## src/rtl/cache_access_ctrl.sv

```systemverilog
// Sequencing controller for the LRU cache tag array. It arbitrates requesters round-robin,
// runs one lookup at a time, models a fixed-latency refill on a miss and keeps hit/miss stats.
module cache_access_ctrl #(
    parameter int unsigned NUM_REQ  = 2,
    parameter int unsigned ADDR_W   = 32,
    parameter int unsigned MISS_LAT = 4
) (
    input  logic                       clk,
    input  logic                       rst,
    input  logic [NUM_REQ-1:0]         req_valid,
    input  logic [NUM_REQ*ADDR_W-1:0]  req_addr,
    output logic [NUM_REQ-1:0]         req_ready,
    output logic                       lk_valid,
    output logic [ADDR_W-1:0]          lk_addr,
    input  logic                       lk_hit,
    output logic                       fill_valid,
    output logic                       resp_valid,
    input  logic                       resp_ready,
    output logic [$clog2(NUM_REQ)-1:0] resp_id,
    output logic                       resp_hit,
    output logic [31:0]                hit_cnt,
    output logic [31:0]                miss_cnt
);

    localparam int unsigned IdW = $clog2(NUM_REQ);

    typedef enum logic [2:0] {
        StIdle,
        StLookup,
        StTag,
        StRefill,
        StFill,
        StResp
    } state_e;

    state_e              state_q, state_d;
    logic [IdW-1:0]      last_grant_q, last_grant_d;
    logic [ADDR_W-1:0]   addr_q, addr_d;
    logic [IdW-1:0]      resp_id_q, resp_id_d;
    logic                resp_hit_q, resp_hit_d;
    logic                lk_valid_q, lk_valid_d;
    logic                fill_valid_q, fill_valid_d;
    logic                resp_valid_q, resp_valid_d;
    logic [7:0]          lat_q, lat_d;
    logic [31:0]         hit_cnt_q, hit_cnt_d;
    logic [31:0]         miss_cnt_q, miss_cnt_d;

    logic                grant_found;
    logic [IdW-1:0]      grant_id;
    logic [IdW-1:0]      rr_idx;

    // Search starts just past the previous winner so every requester is served in turn.
    always_comb begin
        grant_found = 1'b0;
        grant_id    = '0;
        rr_idx      = '0;
        for (int unsigned k = 1; k <= NUM_REQ; k++) begin
            rr_idx = IdW'((32'(last_grant_q) + k) % NUM_REQ);
            if (!grant_found && req_valid[rr_idx]) begin
                grant_found = 1'b1;
                grant_id    = rr_idx;
            end
        end
    end

    always_comb begin
        req_ready = '0;
        if (state_q == StIdle && !rst && grant_found) begin
            req_ready = NUM_REQ'(1) << grant_id;
        end
    end

    always_comb begin
        state_d      = state_q;
        last_grant_d = last_grant_q;
        addr_d       = addr_q;
        resp_id_d    = resp_id_q;
        resp_hit_d   = resp_hit_q;
        lat_d        = lat_q;
        hit_cnt_d    = hit_cnt_q;
        miss_cnt_d   = miss_cnt_q;
        lk_valid_d   = 1'b0;
        fill_valid_d = 1'b0;
        resp_valid_d = 1'b0;

        unique case (state_q)
            StIdle: begin
                if (grant_found) begin
                    state_d      = StLookup;
                    addr_d       = req_addr[grant_id*ADDR_W +: ADDR_W];
                    resp_id_d    = grant_id;
                    last_grant_d = grant_id;
                    lk_valid_d   = 1'b1;
                end
            end
            StLookup: state_d = StTag;
            StTag: begin
                if (lk_hit) begin
                    hit_cnt_d    = (hit_cnt_q == '1) ? hit_cnt_q : hit_cnt_q + 32'd1;
                    resp_hit_d   = 1'b1;
                    resp_valid_d = 1'b1;
                    state_d      = StResp;
                end else begin
                    miss_cnt_d = (miss_cnt_q == '1) ? miss_cnt_q : miss_cnt_q + 32'd1;
                    resp_hit_d = 1'b0;
                    lat_d      = 8'(MISS_LAT - 1);
                    state_d    = StRefill;
                end
            end
            StRefill: begin
                if (lat_q == 8'd0) begin
                    fill_valid_d = 1'b1;
                    state_d      = StFill;
                end else begin
                    lat_d = lat_q - 8'd1;
                end
            end
            StFill: begin
                resp_valid_d = 1'b1;
                state_d      = StResp;
            end
            StResp: begin
                if (resp_ready) begin
                    addr_d  = '0;
                    state_d = StIdle;
                end else begin
                    resp_valid_d = 1'b1;
                end
            end
            default: state_d = StIdle;
        endcase
    end

    always_ff @(posedge clk) begin
        if (rst) begin
            state_q      <= StIdle;
            last_grant_q <= IdW'(NUM_REQ - 1);
            addr_q       <= '0;
            resp_id_q    <= '0;
            resp_hit_q   <= 1'b0;
            lat_q        <= '0;
            hit_cnt_q    <= '0;
            miss_cnt_q   <= '0;
            lk_valid_q   <= 1'b0;
            fill_valid_q <= 1'b0;
            resp_valid_q <= 1'b0;
        end else begin
            state_q      <= state_d;
            last_grant_q <= last_grant_d;
            addr_q       <= addr_d;
            resp_id_q    <= resp_id_d;
            resp_hit_q   <= resp_hit_d;
            lat_q        <= lat_d;
            hit_cnt_q    <= hit_cnt_d;
            miss_cnt_q   <= miss_cnt_d;
            lk_valid_q   <= lk_valid_d;
            fill_valid_q <= fill_valid_d;
            resp_valid_q <= resp_valid_d;
        end
    end

    assign lk_valid   = lk_valid_q;
    assign lk_addr    = addr_q;
    assign fill_valid = fill_valid_q;
    assign resp_valid = resp_valid_q;
    assign resp_id    = resp_id_q;
    assign resp_hit   = resp_hit_q;
    assign hit_cnt    = hit_cnt_q;
    assign miss_cnt   = miss_cnt_q;

endmodule
```

## config.mk

```make
export PLATFORM = sky130hd
export DESIGN_NAME = cache_access_ctrl
export DESIGN_NICKNAME = d
export VERILOG_FILES = /design/src/rtl/cache_access_ctrl.sv
export SDC_FILE = /design/constraint.sdc
export NUM_CORES = 1
export LEC_CHECK = 0
export BUFFER_PORTS_ARGS = -buffer_cell sky130_fd_sc_hd__buf_2
export CORE_ASPECT_RATIO = 0.75
export CORE_UTILIZATION = 43
export CTS_CLUSTER_SIZE = 28
export DETAILED_ROUTE_END_ITERATION = 8
export GPL_ROUTABILITY_DRIVEN = 1
export PLACE_DENSITY_LB_ADDON = 0.15
export SETUP_SLACK_MARGIN = 0.05
export SYNTH_ARGS = -nofsm -noshare
export SYNTH_HDL_FRONTEND = slang
export SYNTH_SLANG_ARGS = --single-unit
export TNS_END_PERCENT = 100
```

## constraint.sdc

```tcl
create_clock -name clk -period 5.06 [get_ports clk]
set_input_delay 1.012 -clock clk [delete_from_list [all_inputs] [get_ports clk]]
set_output_delay 1.012 -clock clk [all_outputs]
set_load 0.02 [all_outputs]
```

==> out/results.tsv, run 1 <==
metric	value	unit
grt-ovfl-total	0	
grt_pass1_vias	4987	
crit-reg2reg-capture	miss_cnt[6]	
leakage	2.83	nW
hold_path_depth	2	
synth_area	5560	sq um
numPortBuffers	172	
peakVddDrop	0.238	mV
max_stage_delay	0.48	ns
setup_ws	1.84	ns
synth_edf_count	0	
hpwl	10500	microns
root_buffer	clkbuf_16	
dr_wl_met3	898	microns
dr.max_layer_used	met4	
antennaDiodeCount	0	
yosys.area.top_type	dfxtp_1	
drive_gt1_frac	0.272	
seqCellArea	2260	sq um
min_to	lk_addr[0]	
worstSetupPathType	primary input to output port	
io_pins	173	
grtUsageTotal	0.227	
rows	35	
num-fill-cells	1186	
dr.pass1.iters	5	
htree_levels	4	
finalCriticalPeriod	3.22	ns
avgSynthCellArea	8.32	sq um
crit_fanout	35	
drc	0	
crit_chain	buf_2 -> a21boi_4 -> buf_4 -> nor3b_1 -> buf_2	
synth_top_area_frac	0.407	
cts.sinks	113	
final_cell_mix	buf_2, dfxtp_1, a21oi_1	
hold_viol_final	0	
hold_buffers	0	
drtIter0Drc	264	
cts_buffer_depth	2	
placed_cell_area	6500	sq um
r2r_cells	6	
cts_setup_buffers	0	
area_delta_synth_final	27.4	%
ctsResizeCount	0	
fin_skew	0.00911	ns
vias	5591	
fin_tns_setup	0	ns
max_slew.worst_pin.slew	1.23	ns
synth_cell_types	56	
synth_ff_type	dfxtp_1	
hold_start	lk_addr[0]	
multi_input_area	3100	sq um
antenna_found_initial	0	
fp.dieArea	13400	sq um
wire_per_inst	15.4	microns
post-place-ws	1.68	ns
routabilityCongestion	0.818	
yosys-top-cells-area	dfxtp_1, a21oi_1, mux2i_1, or3_1, nand2_1	
rsz0062_at_grt	false	
worstSkewPairLatency	0.41	ns
crit_required	4.05	ns
critical-path-slowest-cell	buf_4	
grt_pass1_wl	24300	microns
layout_commonest_cell	buf_2	
max_slew_margin	0.171	
endpoint_kind	output port	
nNetsFinal	893	
ys_async_sr_fraction	0	
path_common_cell	buf_2	
drtAntennaViolNets	0	
power_density	364	nW/um^2
startpoint_type	primary input	
cts_tree	built	
r2r_slack	2.13	ns
drt_wl_total	15400	microns
total_power	0.00258	W
clk_pin_slew	0.05	ns
numCtsBuffers	17	
worstReg2RegStart	miss_cnt[0]	
met1Wirelength	7010	microns
syn_nets	742	
start_util	0.447	
ys_seq_area_frac	0.407	
core	12400	sq um
path_buf_inv	3	
die_x	133	microns
setup_violations	0	
ys_warn_count	0	
min_period_over_period	0.636	
routed_via_density	5.61	
cap_violations	0	
drv_slew	0	
worst_hold_slack	0.446	ns
arrival	2.20	ns
outcome	completed	
final_area	7080	sq um
critPathTopFamily	buffers and inverters	
met2WireLength	7250	microns
timing.fmax	311	MHz
ys_ff_latch	113	
hold_path.class	register to register	
fp.dieH	100	microns
synth_cells	668	
grt_max_degree	72	
==> report_power, final <==
part	internal (W)	switching, W
logic	0.000158	0.000257
clock network	0.000756	0.000409
registers	0.000953	0.0000428
total	0.00187	0.000710
==> stage by stage <==
step,cells,util
5_1_grt,997,0.570
6_report,997,0.570
2_1_floorplan,668,-
3_5_place_dp,966,0.523
3_3_place_gp,966,0.523
4_1_cts,997,0.570
==> kinds of logic after synthesis <==
kind of cell,share of synthesized area
multiplexers,0.0713
XOR/XNOR,0.0362
AND/OR/NAND/NOR,0.279
AO/OA/AOI/OAI,0.156
buffers and inverters,0.0412
flip-flops,0.407
adder cells (fa/ha/maj),0.00900
==> cell usage after synthesis (all sizes together) (2+ instances only) <==
cell,count
a21boi,2
a311oi,2
ha,4
o211ai,4
buf,13
o21ai,24
nor2,44
nand2,60
or2,5
or4,22
mux2i,34
a21oi,79
mux2,5
nand4,22
o21bai,2
inv,12
o31ai,19
nor4,10
and3,7
and4,3
dfxtp,113
a211oi,3
o21a,2
or3,54
nand3,23
o2111ai,2
nand2b,3
clkbuf,30
and3b,2
nand3b,3
xnor2,7
nor3,14
nor2b,4
a31oi,4
or4b,3
xor2,16
==> final cells by class <==
type | instances | area share
clock buffers | 21 | 0.0664
repair buffers | 176 | 0.126
multi-input cells | 499 | 0.437
flip-flops and latches | 113 | 0.319
well taps | 166 | 0.0293
inverters | 12 | 0.00636
clock inverters | 10 | 0.0155
==> layer usage <==
layer | track usage | vias to the layer above
met2 | 0.384 | 183
met5 | 0 | -
li1 | - | 2764
met4 | 0.0857 | 0
met1 | 0.286 | 2621
met3 | 0.0488 | 23
==> worst max-delay path by stage <==
stage,cells past startpoint,start,to,slack [ns]
detailed placement,7,lk_hit,miss_cnt[31],1.68
finish,5,req_valid[1],req_ready[1],1.84
global route,6,miss_cnt[0],miss_cnt[8],1.74
CTS,5,req_valid[1],req_ready[1],1.84
global placement,7,lk_hit,miss_cnt[31],1.82
floorplan,4,req_valid[1],req_ready[1],1.55
==> state kept, by name, summed over array words and instances (netlist names) <==
register / cells
hit_cnt: 32
lk_addr: 32
miss_cnt: 32
lat_q: 8
state_q: 3
fill_valid: 1
last_grant_q: 1
lk_valid: 1
resp_hit: 1
resp_id: 1
resp_valid: 1
==> worst min-delay path, cell delays in order (launching register included) <==
cell and delay [ns]:
dfxtp_1 0.30, nand2_1 0.05, a21oi_1 0.05
Power figures use the tool's default switching activity.
==> inputs of run 2 (changes only) <==
==> constraint.sdc (replaced) <==
create_clock -name clk -period 3.1 [get_ports clk]
set_input_delay 0.62 -clock clk [delete_from_list [all_inputs] [get_ports clk]]
set_output_delay 0.62 -clock clk [all_outputs]
set_load 0.02 [all_outputs]
==> run 2 against run 1 <==
Final area increased by 1.1%. Critical path depth increased by 1. Via count increased by 0.16%. Critical path type is now register to register. Combinational power increased by 66%.
==> out/results.tsv, run 2 (same netlist as run 1, synthesis figures left out) <==
metric	value	unit	change
dr.pass1.iters	5		unchanged
drt_wl_total	15400	microns	+0.12%
routed_via_density	5.56		-0.93%
layout_commonest_cell	buf_2		
antenna_found_initial	0		unchanged
fin_skew	0.00912	ns	+0.00000969 ns
worstSetupPathType	register to register		
cts_buffer_depth	2		unchanged
area_delta_synth_final	28.8	%	
root_buffer	clkbuf_16		
p_clk_frac	0.444		-0.008
leakage	2.88	nW	+1.9%
worstSkewPairLatency	0.41	ns	about the same
io_pins	173		unchanged
die_x	133	microns	unchanged
numCtsBuffers	17		unchanged
cts.sinks	113		unchanged
pwr-share-comb	0.166		+0.005
cts_setup_buffers	0		unchanged
grtUsageTotal	0.230		+0.00232
rsz0062_at_grt	false		
final_cell_mix	buf_2, dfxtp_1, a21oi_1		
setup_violations	0		unchanged
antennaDiodeCount	0		unchanged
grt-ovfl-total	0		unchanged
arrival	2.88	ns	+0.68 ns
core	12400	sq um	unchanged
max_slew.worst_pin.slew	0.628	ns	-0.606 ns
fin_tns_setup	0	ns	unchanged
hold_viol_final	0		unchanged
drc	0		unchanged
nNetsFinal	904		+1.2%
final_cells	1008		+1.1%
drive_gt1_frac	0.280		+0.00832
crit_fanout	6		-83%
crit_required	3.44	ns	-0.61 ns
ctsResizeCount	0		unchanged
max_slew_margin	0.581		+0.410
post-place-ws	0.345	ns	-1.33 ns
p_sw	0.00115	W	+62%
outcome	completed		
htree_levels	4		unchanged
grt_pass1_wl	24600	microns	+0.91%
grt_pass1_vias	4990		+0.060%
fp.dieH	100	microns	unchanged
setup_ws	0.554	ns	-1.29 ns
grt_max_degree	105		+46%
drtAntennaViolNets	0		unchanged
wire_per_inst	15.3	microns	-0.97%
pwr-share-seq	0.390		+0.004
peakVddDrop	0.406	mV	+71%
start_util	0.447		unchanged
drtIter0Drc	290		+9.8%
fp.dieArea	13400	sq um	unchanged
numPortBuffers	172		unchanged
power_density	582	nW/um^2	+60%
min_period_over_period	0.821		
vias	5600		+0.16%
hold_path.class	register to register		
cts_tree	built		
switching_share	0.277		+0.00113
clk_pin_slew	0.05	ns	about the same
dp_cells	977		+1.1%
internal_power	0.00301	W	+61%
endpoint_kind	register		
hold_buffers	0		unchanged
hpwl	10700	microns	+1.7%
finalCriticalPeriod	2.55	ns	
cap_violations	0		unchanged
r2r_slack	0.55	ns	-1.58 ns
routabilityCongestion	0.822		+0.40%
startpoint_type	register		
rows	35		unchanged
drv_slew	0		unchanged
timing.fmax	393	MHz	
## run 2: power by group through the flow
stage | clock, W | combinational [W] | sequential (W)
detailed placement | 0 | 0.000691 | 0.00165
CTS | 0.00189 | 0.000696 | 0.00162
finish | 0.00185 | 0.000692 | 0.00162
global placement | 0 | 0.000675 | 0.00165
global route | 0.00196 | 0.000763 | 0.00164
floorplan | 0 | 0.000375 | 0.00174
## run 2: layout make-up
| type | instances | area (sq um) |
|---|---|---|
| fill | 1178 | 5280 |
| multi-input combinational | 499 | 3100 |
| sequential | 113 | 2260 |
| timing repair buffer | 187 | 988 |
| clock buffer | 20 | 447 |
| tap | 166 | 208 |
| clock inverter | 11 | 115 |
| inverter | 12 | 45.0 |
## run 2: critical path: stages, from the launching register on
cell and delay [ns]:
dfxtp_1 0.40, ha_1 0.23, nand4_1 0.16, or4_1 0.63, or4b_1 0.55, or3_1 0.37, a21oi_1 0.14
## run 2: final timing paths
kind	from	to	cells after the start
setup / recovery	miss_cnt[0]	miss_cnt[28]	6
setup reg to reg	miss_cnt[0]	miss_cnt[28]	6
hold reg to reg	lk_addr[26]	lk_addr[26]	2
hold / removal	lk_addr[26]	lk_addr[26]	2
## run 2: per-stage QoR
step	power [W]	util	instance area, sq um	hold slack (ns)
final	0.00417	0.576	7160	0.446
after global routing	0.00436	0.576	7160	0.464
after CTS	0.00421	0.576	7160	0.448
after detailed placement	0.00234	0.531	6600	0.442
after global placement	0.00232	0.531	6600	0.435
after floorplan	0.00211	-	5560	0.465
## run 2: metal layers
| metal | vias to the layer above | track usage | wire length (microns) |
|---|---|---|---|
| li1 | 2795 | - | - |
| met1 | 2633 | 0.298 | 7170 |
| met2 | 151 | 0.373 | 7130 |
| met3 | 21 | 0.0468 | 840 |
| met4 | 0 | 0.0962 | 257 |
| met5 | - | 0 | 0 |
